==> config.mk <==
export PLATFORM = sky130hd
export DESIGN_NAME = cmp_scan_ctrl
export DESIGN_NICKNAME = d
export VERILOG_FILES = /design/src/rtl/cmp_scan_ctrl.sv
export SDC_FILE = /design/constraint.sdc
export NUM_CORES = 1
export LEC_CHECK = 0
export BUFFER_PORTS_ARGS = -buffer_cell sky130_fd_sc_hd__buf_2
export CORE_ASPECT_RATIO = 0.8
export CORE_MARGIN = 3
export CORE_UTILIZATION = 35
export DETAILED_ROUTE_END_ITERATION = 10
export PLACE_DENSITY = 0.62
export SYNTH_ARGS = -nofsm -noshare
export SYNTH_HDL_FRONTEND = slang
export SYNTH_SLANG_ARGS = --single-unit
export TNS_END_PERCENT = 50
==> constraint.sdc <==
create_clock -name clk -period 14.8 [get_ports clk]
set_clock_uncertainty 0.1 [all_clocks]
set_input_delay 2.22 -clock clk [delete_from_list [all_inputs] [get_ports clk]]
set_output_delay 2.22 -clock clk [all_outputs]
set_load 0.02 [all_outputs]
==> src/rtl/cmp_scan_ctrl.sv <==
// Scans a small local table against a key through one shared external 16-bit equality comparator.
// Optional MATCH_COUNT_EN: scan never exits early, and match_cnt counts every hit.
module cmp_scan_ctrl #(
    parameter int unsigned DEPTH = 8,
    parameter int unsigned IDX_W = 3
) (
    input  logic             clk,
    input  logic             reset,
    input  logic             wr_en,
    input  logic [IDX_W-1:0] wr_addr,
    input  logic [15:0]      wr_data,
    input  logic             start,
    input  logic [15:0]      key,
    input  logic             cmp_eq,
    output logic [15:0]      cmp_a,
    output logic [15:0]      cmp_b,
    output logic             busy,
    output logic             done,
    output logic             found,
`ifdef MATCH_COUNT_EN
    output logic [IDX_W:0]   match_cnt,
`endif
    output logic [IDX_W-1:0] match_idx
);

    localparam logic [IDX_W-1:0] LAST_IDX = IDX_W'(DEPTH - 1);
    localparam logic [IDX_W:0]   DEPTH_L  = (IDX_W + 1)'(DEPTH);

    typedef enum logic [1:0] {S_IDLE, S_SCAN, S_DONE} state_t;

    state_t           r_state;
    logic [IDX_W-1:0] r_idx;
    logic [15:0]      r_key;
    logic [15:0]      r_table [DEPTH];
    logic [15:0]      r_cmp_b;
    logic             r_busy;
    logic             r_done;
    logic             r_found;
    logic [IDX_W-1:0] r_match_idx;
`ifdef MATCH_COUNT_EN
    logic [IDX_W:0]   r_match_cnt;
`endif

    logic             w_wr_ok;
    logic [15:0]      w_first_b;

    assign w_wr_ok = wr_en && ({1'b0, wr_addr} < DEPTH_L);
    // A write to entry 0 in the accepting cycle must be visible to the first compare.
    assign w_first_b = (w_wr_ok && (wr_addr == '0)) ? wr_data : r_table[0];

    assign cmp_a     = r_key;
    assign cmp_b     = r_cmp_b;
    assign busy      = r_busy;
    assign done      = r_done;
    assign found     = r_found;
    assign match_idx = r_match_idx;
`ifdef MATCH_COUNT_EN
    assign match_cnt = r_match_cnt;
`endif

    always_ff @(posedge clk or posedge reset) begin
        if (reset) begin
            r_state     <= S_IDLE;
            r_idx       <= '0;
            r_key       <= '0;
            r_cmp_b     <= '0;
            r_busy      <= 1'b0;
            r_done      <= 1'b0;
            r_found     <= 1'b0;
            r_match_idx <= '0;
`ifdef MATCH_COUNT_EN
            r_match_cnt <= '0;
`endif
            for (int i = 0; i < int'(DEPTH); i++) begin
                r_table[i] <= '0;
            end
        end else begin
            case (r_state)
                S_IDLE: begin
                    r_busy <= 1'b0;
                    r_done <= 1'b0;
                    if (w_wr_ok) begin
                        r_table[wr_addr] <= wr_data;
                    end
                    if (start) begin
                        r_key       <= key;
                        r_cmp_b     <= w_first_b;
                        r_found     <= 1'b0;
                        r_match_idx <= '0;
                        r_idx       <= '0;
                        r_busy      <= 1'b1;
`ifdef MATCH_COUNT_EN
                        r_match_cnt <= '0;
`endif
                        r_state     <= S_SCAN;
                    end
                end
                S_SCAN: begin
`ifdef MATCH_COUNT_EN
                    if (cmp_eq) begin
                        r_match_cnt <= r_match_cnt + 1'b1;
                        if (!r_found) begin
                            r_found     <= 1'b1;
                            r_match_idx <= r_idx;
                        end
                    end
                    if (r_idx == LAST_IDX) begin
                        r_done  <= 1'b1;
                        r_state <= S_DONE;
                    end else begin
                        r_idx   <= r_idx + 1'b1;
                        r_cmp_b <= r_table[r_idx + 1'b1];
                    end
`else
                    if (cmp_eq) begin
                        r_found     <= 1'b1;
                        r_match_idx <= r_idx;
                        r_done      <= 1'b1;
                        r_state     <= S_DONE;
                    end else if (r_idx == LAST_IDX) begin
                        r_done  <= 1'b1;
                        r_state <= S_DONE;
                    end else begin
                        r_idx   <= r_idx + 1'b1;
                        r_cmp_b <= r_table[r_idx + 1'b1];
                    end
`endif
                end
                S_DONE: begin
                    r_done  <= 1'b0;
                    r_busy  <= 1'b0;
                    r_state <= S_IDLE;
                end
                default: begin
                    r_state <= S_IDLE;
                end
            endcase
        end
    end

endmodule

==> impl_metrics.ini, run 1 <==
[placement]
placed_cells = 819
io_buffers = 77
dp_hpwl_mm = 10.7
place_congestion = 0.718

[worst_setup_path]
slowest_delay_ns = 0.82
r2r_slack_ns = 11.83
critPathCapture = r_table[23]
path_cells = buf_2 -> nor4b_4 -> and3_1 -> mux2_2
r2r-start = r_idx[0]
worstSetupPathType = primary input to register
startpoint_type = primary input
critPathCaptureType = register
rr_endpoint = cmp_b[1]
cp.arrival_ns = 4.03
reg2reg_depth = 7
crit_start = wr_addr[0]
crit_fanout = 16
slowest_stage = and3_1
worstPathRequired_ns = 15.00

[global_route]
grt_pass1_vias = 4924
grt_pass1_wl_mm = 28.0
gr-usage-all-layers = 0.156
grt_max_degree = 90
antenna_found_initial = 0
gr-total-overflow = 0

[clocking]
cts.sinks = 171
holdBufCountCts = 0
htree_levels = 4
cts_buffer_depth = 2
insertion_delay_ns = 0.42
clockRootBuffer = clkbuf_16
post_cts_buffers = 0
cts_tree = yes
cts_resized = 0
clk_pin_slew_worst_paths_ns = 0.06
cts_buffers = 17

[power]
p_per_area_nw_per_um2 = 206
power_mw = 1.81
total_leakage_power_nw = 3.82
peakVddDrop_mv = 0.0961

[worst_hold_path]
hold_path.class = register to register
hold_depth = 1

[detailed_routing]
vias = 4494
routed_wl_mm = 17.4
routedWlPerCell_um = 20.4
firstDrtPassIters = 4
top_layer_used = met4
wl_met3_um = 766
drt_iter0_drc = 290
detail_route.vias_per_cell = 5.28
ant_nets = 0
met2_wirelength_mm = 8.58
wl_met1_mm = 7.76
drc = 0

[sta]
fin_setup_tns_ns = 0
worst_slew_pin_slew_ns = 1.14
timing.hold.ws_ns = 0.374
finalSetupViolations = 0
slew_headroom = 0.241
rsz0062_at_grt = false
period_share = 0.259
period_minus_slack_ns = 3.83
hold_violations = 0
max_freq_mhz = 261
maxSlewViolCount = 0

[synthesis]
syn_avg_cell_area_um2 = 15.3
ys_seq_area_frac = 0.562
synth-edff-count = 0
ys.warnings.count = 0
synth_ff_type = dfrtp_1
synthArstFlopShare = 1.00
syn_nets = 538
synth.cell_area_um2 = 7610
synth.distinct_cells = 31
synth-seq-cells = 171
synthCells = 496

[floorplanning]
die_y_um = 138
fp-row-count = 47
die_x_um = 171
start_util = 0.362
fp.dieArea_um2 = 23600
core_area_um2 = 21000
io_pins = 78

[final_layout]
insertedDiodeCount = 0
drive_gt1_frac = 0.505
area_growth_pct = 15.8
fin_nets = 611
fin_cells = 851

[flow_run]
cap_viol_max_count = 0

[status]
status = finished clean
==> routing by layer <==
layer | track usage | vias to the layer above
met3 | 0.0282 | 19
met1 | 0.202 | 2361
met5 | 0 | -
met2 | 0.262 | 108
met4 | 0.0643 | 0
li1 | - | 2006
==> layout by cell type, fill, tap and decap left out, types with 2 or more instances in the layout <==
master     count
o21ai_0        5
buf_4          7
clkbuf_1       4
buf_2         77
mux2i_1       16
mux2_1         5
o211ai_1      16
mux2_2       140
nor2_1         4
clkbuf_16     17
a22o_1         4
a22oi_1       16
inv_1          5
nand2_2        3
ha_1           2
and3_1         3
mux4_2        32
nand2_1       28
nor2b_1        3
clkinv_2       2
a21o_1         3
clkbuf_8       6
dfrtp_1      170
==> registers in the layout (all words and copies together), names as in the netlist <==
name and flops:
r_table 128, cmp_a 16, cmp_b 16, match_idx 3, r_idx 3, r_state 2, busy 1, done 1
found 1
==> layout make-up <==
class / instances / area, µm²
clock inverters: 5 / 56.3
flip-flops and latches: 171 / 4280
repair buffers: 84 / 438
multi-input cells: 289 / 3150
well taps: 269 / 337
fillers: 1903 / 12200
inverters: 6 / 27.5
clock buffers: 27 / 523
==> cell families (layout without fill, tap and decap cells) <==
family	Yosys count	count (layout)	synth area share
mux	193	193	0.330
flops	171	171	0.562
simple gates	49	49	0.0357
compound gates	45	45	0.0434
buf+inv	36	122	0.0250
fa+ha+maj	2	2	0.00329
==> synth_stat cells, types with 5 or more instances <==
cell type / number / area share
a22oi_1: 16 / 0.016
dfrtp_1: 171 / 0.56
o21ai_0: 5 / 0.0033
buf_2: 14 / 0.0092
mux2i_1: 16 / 0.021
mux2_2: 140 / 0.21
clkbuf_1: 8 / 0.0039
mux4_2: 32 / 0.095
o211ai_1: 16 / 0.016
mux2_1: 5 / 0.0074
inv_1: 6 / 0.0030
nand2_1: 28 / 0.014
==> where the power goes <==
part           switching [mW]  total [mW]  internal (mW)  leakage [nW]
Clock                   0.174       0.432          0.259         0.284
Sequential              0.110       0.775          0.665          2.09
Combinational           0.277       0.606          0.330          1.45
Total                   0.560        1.81           1.25          3.82
==> critical path, delay by kind of cell <==
family        cells  cell delay (ns)
simple gates      2             1.25
buf+inv           1             0.14
mux               1             0.42
==> how the worst min path moves through the flow <==
stage                 endpoint  slack [ns]       start
global route              busy        0.40        busy
finish                    done        0.37        done
floorplan           r_table[0]        0.35  r_table[0]
global placement          done        0.36        done
CTS                       done        0.38        done
detailed placement        busy        0.36        busy
==> through the flow <==
| stage | util | cell area, µm² | worst slack (ns) |
|---|---|---|---|
| after floorplan | - | 7610 | 7.85 |
| after CTS | 0.420 | 8810 | 10.98 |
| after global routing | 0.420 | 8810 | 10.79 |
| after detailed placement | 0.392 | 8230 | 10.54 |
| final | 0.420 | 8810 | 10.97 |
| after global placement | 0.392 | 8230 | 10.61 |
No activity file was read; power rests on OpenSTA's default activity.
==> inputs of run 2 (changes only) <==
Settings changed: PLACE_DENSITY 0.62 to 0.64.
Clock period 14.8 ns to 3.1 ns, I/O delays scaled along.
==> run 2 against run 1 <==
  * Combinational power rose to 4.7 times the previous value
  * Setup slack lost 10 ns
  * Power rose to 4.6 times the previous value
  * Die area did not move
  * Global-route usage decreased by 0.22 points
  * Non-clock buffer count is 7 higher
  * Sequential power grew to 4.8 times the previous value
  * Routed wire length decreased by 2.1%
  * Count of clock-buffer cells in the layout shrank 6
  * Utilization decreased by 0.078 points
==> impl_metrics.ini, run 2 (synthesis results as in run 1) <==
[final_layout]
largest_register_ffs = 128
insertedDiodeCount = 0
area_growth_pct = 15.5
final_common_cell = dfrtp_1
drive_gt1_frac = 0.510
multi_input_area_um2 = 3150
mostFrequentLayoutCells = 170 x dfrtp_1, 140 x mux2_2, 77 x buf_2
fillers = 1868
largest-register = r_table
regArea_um2 = 4280
fin_area_um2 = 8790
fin_nets = 618

[detailed_routing]
ant_nets = 0
routedWlPerCell_um = 19.9
drt_iter0_drc = 301
drc = 0
routed_wl_mm = 17.0
detail_route.vias_per_cell = 5.29
firstDrtPassIters = 6
vias = 4522

[sta]
hold_violations = 0
period_share = 0.774
rsz0062_at_grt = false
finalSetupViolations = 0
max_freq_mhz = 417
period_minus_slack_ns = 2.40
maxSlewViolCount = 0
slew_headroom = 0.428
worst_slew_pin_slew_ns = 0.856
fin_setup_tns_ns = 0

[clocking]
htree_levels = 4
holdBufCountCts = 0
cts_buffers = 17
cts_tree = yes
cts_buffer_depth = 2
cts_resized = 0
clockRootBuffer = clkbuf_16
insertion_delay_ns = 0.43
post_cts_buffers = 0
clk_pin_slew_worst_paths_ns = 0.06
cts.sinks = 171

[worst_setup_path]
worstSetupPathType = register to register
path_cells = ha_1 -> ha_1 -> or3b_4 -> a21o_1 -> a22oi_1 -> o211ai_1
slowest_delay_ns = 0.48
r2r_slack_ns = 0.70
crit_top_cell = ha_1
crit_fanout = 19
worstPathRequired_ns = 3.30
critPathCaptureType = register
cp.arrival_ns = 2.60
startpoint_type = register
slowest_stage = a21o_1

[floorplanning]
die_x_um = 171
fp-row-count = 47
fp.dieArea_um2 = 23600
io_pins = 78
start_util = 0.362
core_area_um2 = 21000
die_y_um = 138

[global_route]
grt_max_degree = 106
grt_pass1_wl_mm = 27.7
gr-usage-all-layers = 0.154
grt_pass1_vias = 4920
gr-total-overflow = 0
antenna_found_initial = 0

[power]
swShare = 0.314
p_sw_mw = 2.65
p_per_area_nw_per_um2 = 959
power_frac_comb = 0.341
sequentialPowerShare = 0.438
peakVddDrop_mv = 0.395
total_leakage_power_nw = 3.82
pwr-share-clk = 0.221
p_int_mw = 5.78

[placement]
dp_hpwl_mm = 10.7
io_buffers = 77
place_congestion = 0.722
dpl_cell_area_um2 = 8290

[status]
status = finished clean

[flow_run]
cap_viol_max_count = 0

[worst_hold_path]
hold_path.class = primary input to asynchronous set/reset pin
-- run 2: changes by cell type in the layout (fill, tap and decap cells not counted), sizes merged --
cell,previous run,this run
buf,84,91
bufinv,1,0
clkinv,3,5
clkbuf,27,21
clkinvlp,1,3
-- run 2: final timing paths --
path,cells after the start,endpoint,startpoint
worst min-delay path,3,r_table[109],reset
worst max register to register,6,cmp_b[7],r_idx[1]
max in group asynchronous,3,r_idx[0],reset
min in group clk,2,cmp_a[3],key[3]
worst min register to register,2,busy,busy
worst max-delay path,6,cmp_b[7],r_idx[1]
-- run 2: worst max-delay path, delay by kind of cell, from the launching register on --
family          cells  cell delay [ns]
compound gates      3             0.93
fa+ha+maj           2             0.40
flops               1             0.41
simple gates        1             0.43
-- run 2: area by class of cell --
class,count,share of cell area
multi-input combinational,289,0.358
clock buffer,21,0.0512
inverter,6,0.00299
timing repair buffer,91,0.0572
tap,269,0.0383
clock inverter,8,0.00555
sequential,171,0.487
-- run 2: stage by stage --
stage	std cells	power, mW	hold slack [ns]	util	setup WS [ns]
6_report	855	8.43	0.0658	0.419	0.701
5_1_grt	855	8.96	0.128	0.419	0.553
4_1_cts	855	8.54	0.124	0.419	0.656
3_5_place_dp	826	6.66	0.362	0.395	0.704
3_3_place_gp	826	6.48	0.361	0.395	0.804
2_1_floorplan	496	5.84	0.352	-	0.352
-- run 2: power groups by stage --
| stage | Sequential, mW | Clock (mW) | Combinational [mW] |
|---|---|---|---|
| final | 3.70 | 1.86 | 2.87 |
| after global routing | 3.81 | 2.01 | 3.14 |
| after CTS | 3.70 | 1.91 | 2.94 |
| after detailed placement | 3.73 | 0 | 2.93 |
| after global placement | 3.64 | 0 | 2.83 |
| after floorplan | 3.80 | 0 | 2.03 |
-- run 2: routing by layer --
layer / routed length [µm] / track usage
met5: 0 / 0
met4: 255 / 0.0420
met3: 640 / 0.0419
met2: 7970 / 0.245
met1: 8150 / 0.210
==> inputs of run 3 (changes only) <==
Clock period 3.1 ns to 1.95 ns, I/O delays scaled along.
==> run 3 against run 2 <==
  * The run now ends with negative setup slack left
  * Combinational power is 76% higher
  * Die area stayed put
  * Clock power is 81% higher
  * Global-route usage is 0.37 points higher
  * Sequential share of layout area is 3.1 points lower
  * Critical path type unchanged
  * Largest power group unchanged
==> impl_metrics.ini, run 3 (synthesis results as in run 1) <==
[final_layout]
final_util = 0.447
area_growth_pct = 23.4
final_common_cell = dfrtp_1
drive_gt1_frac = 0.541
mostFrequentLayoutCells = 170 x dfrtp_1, 140 x mux2_2, 77 x buf_2
insertedDiodeCount = 0
fin_nets = 652
largest-register = r_table
fin_area_um2 = 9390
largest_register_ffs = 128

[sta]
finalSetupViolations = 17
rsz0062_at_grt = true
hold_violations = 0
period_share = 1.07
slew_headroom = 0.641
max_freq_mhz = 478
finalWorstSetupSlack_ns = -0.143
fin_setup_tns_ns = -1.78
maxSlewViolCount = 0
period_minus_slack_ns = 2.09
worst_slew_pin_slew_ns = 0.537

[worst_setup_path]
startpoint_type = register
path_cells = ha_4 -> ha_4 -> or3b_4 -> buf_6 -> buf_6 -> nor3_4 -> buf_6 -> buf_6 -> nand2_1 -> o211ai_1
crit_top_cell = buf_6
crit_fanout = 5
slowest_stage = dfrtp_1
slowest_delay_ns = 0.41
crit_start = r_idx[1]
cp.arrival_ns = 2.34
critPathCaptureType = register
r2r-start = r_idx[1]
worstPathRequired_ns = 2.19
worstSetupPathType = register to register
r2r_slack_ns = -0.14

[placement]
dpl_cell_area_um2 = 8500
dp_hpwl_mm = 11.1
io_buffers = 77
place_congestion = 0.726

[worst_hold_path]
holdCritStartpoint = key[8]
hold_path.class = primary input to register

[clocking]
cts_tree = yes
htree_levels = 4
cts_buffer_depth = 2
cts_buffers = 17
insertion_delay_ns = 0.43
clk_pin_slew_worst_paths_ns = 0.07
cts.sinks = 171
clockRootBuffer = clkbuf_16

[power]
total_leakage_power_nw = 4.06
p_per_area_nw_per_um2 = 1520
peakVddDrop_mv = 0.722

[floorplanning]
core_area_um2 = 21000
start_util = 0.362
die_x_um = 171
io_pins = 78
fp.dieArea_um2 = 23600
die_y_um = 138
fp-row-count = 47

[global_route]
grt_pass1_vias = 5173
gr-usage-all-layers = 0.158
antenna_found_initial = 0
grt_pass1_wl_mm = 28.4
gr-total-overflow = 0
grt_max_degree = 67

[detailed_routing]
detail_route.vias_per_cell = 5.24
drc = 0
routed_wl_mm = 17.6
ant_nets = 0
routedWlPerCell_um = 19.7
vias = 4671
drt_iter0_drc = 221
firstDrtPassIters = 4

[flow_run]
cap_viol_max_count = 0

[status]
status = finished with violations
violations = negative setup slack
## run 3: cell types whose count changed in the layout (fill, tap and decap cells not counted), sizes merged
| cell | previous run | this run |
|---|---|---|
| buf | 91 | 111 |
| dlygate4sd3 | 0 | 14 |
| inv | 6 | 9 |
| bufinv | 0 | 2 |
| clkbuf | 21 | 19 |
## run 3: cell type report
cell class              instances  area, µm²
repair buffers                125        953
inverters                       6       26.3
flip-flops and latches        171       4280
fillers                      1844      11600
clock inverters                13        139
multi-input cells             289       3220
well taps                     269        337
clock buffers                  19        443
## run 3: layer usage
layer | wire [µm] | vias up | GRT usage
li1 | - | 2081 | -
met1 | 7870 | 2474 | 0.206
met2 | 8800 | 104 | 0.268
met3 | 708 | 12 | 0.0285
met4 | 200 | 0 | 0.0514
met5 | 0 | - | 0
## run 3: path summary, 6_finish.rpt
kind | to | depth (start not counted)
min in group asynchronous | r_table[76] | 3
worst min-delay path | cmp_a[8] | 2
worst min register to register | r_table[2] | 1
max in group asynchronous | r_table[44] | 4
worst max register to register | cmp_b[4] | 10
worst max-delay path | cmp_b[4] | 10
## run 3: what timing repair did
item	CTS	global route
setup buffers	5	3
endpoints found under the hold margin	24	0
pin swaps	11	3
gates resized for setup	20	10
cloned	2	1
hold buffers	14	0
setup endpoints to repair	17	17
## run 3: worst max-delay path: cells and delay by family (launching register included)
kind                     cells  cell delay [ns]
AO/OA/AOI/OAI                1             0.09
adder cells (fa/ha/maj)      2             0.33
flip-flops                   1             0.41
buffers and inverters        4             0.51
AND/OR/NAND/NOR              3             0.56
## run 3: through the flow
| stage | instances | hold slack, ns | worst slack [ns] | total power [mW] |
|---|---|---|---|---|
| 3_5_place_dp | 838 | 0.199 | -0.188 | 10.8 |
| 4_1_cts | 891 | 0.00707 | -0.168 | 14.4 |
| 5_1_grt | 892 | 0.0113 | -0.205 | 15.1 |
| 2_1_floorplan | 496 | 0.327 | -0.625 | 9.28 |
| 3_3_place_gp | 838 | 0.194 | -0.106 | 10.5 |
| 6_report | 892 | 0.0179 | -0.143 | 14.3 |
## run 3: power breakdown
part / switching (mW) / internal [mW] / total, mW
clock: 1.43 / 1.93 / 3.36
sequential: 0.827 / 5.05 / 5.88
combinational: 2.25 / 2.78 / 5.04
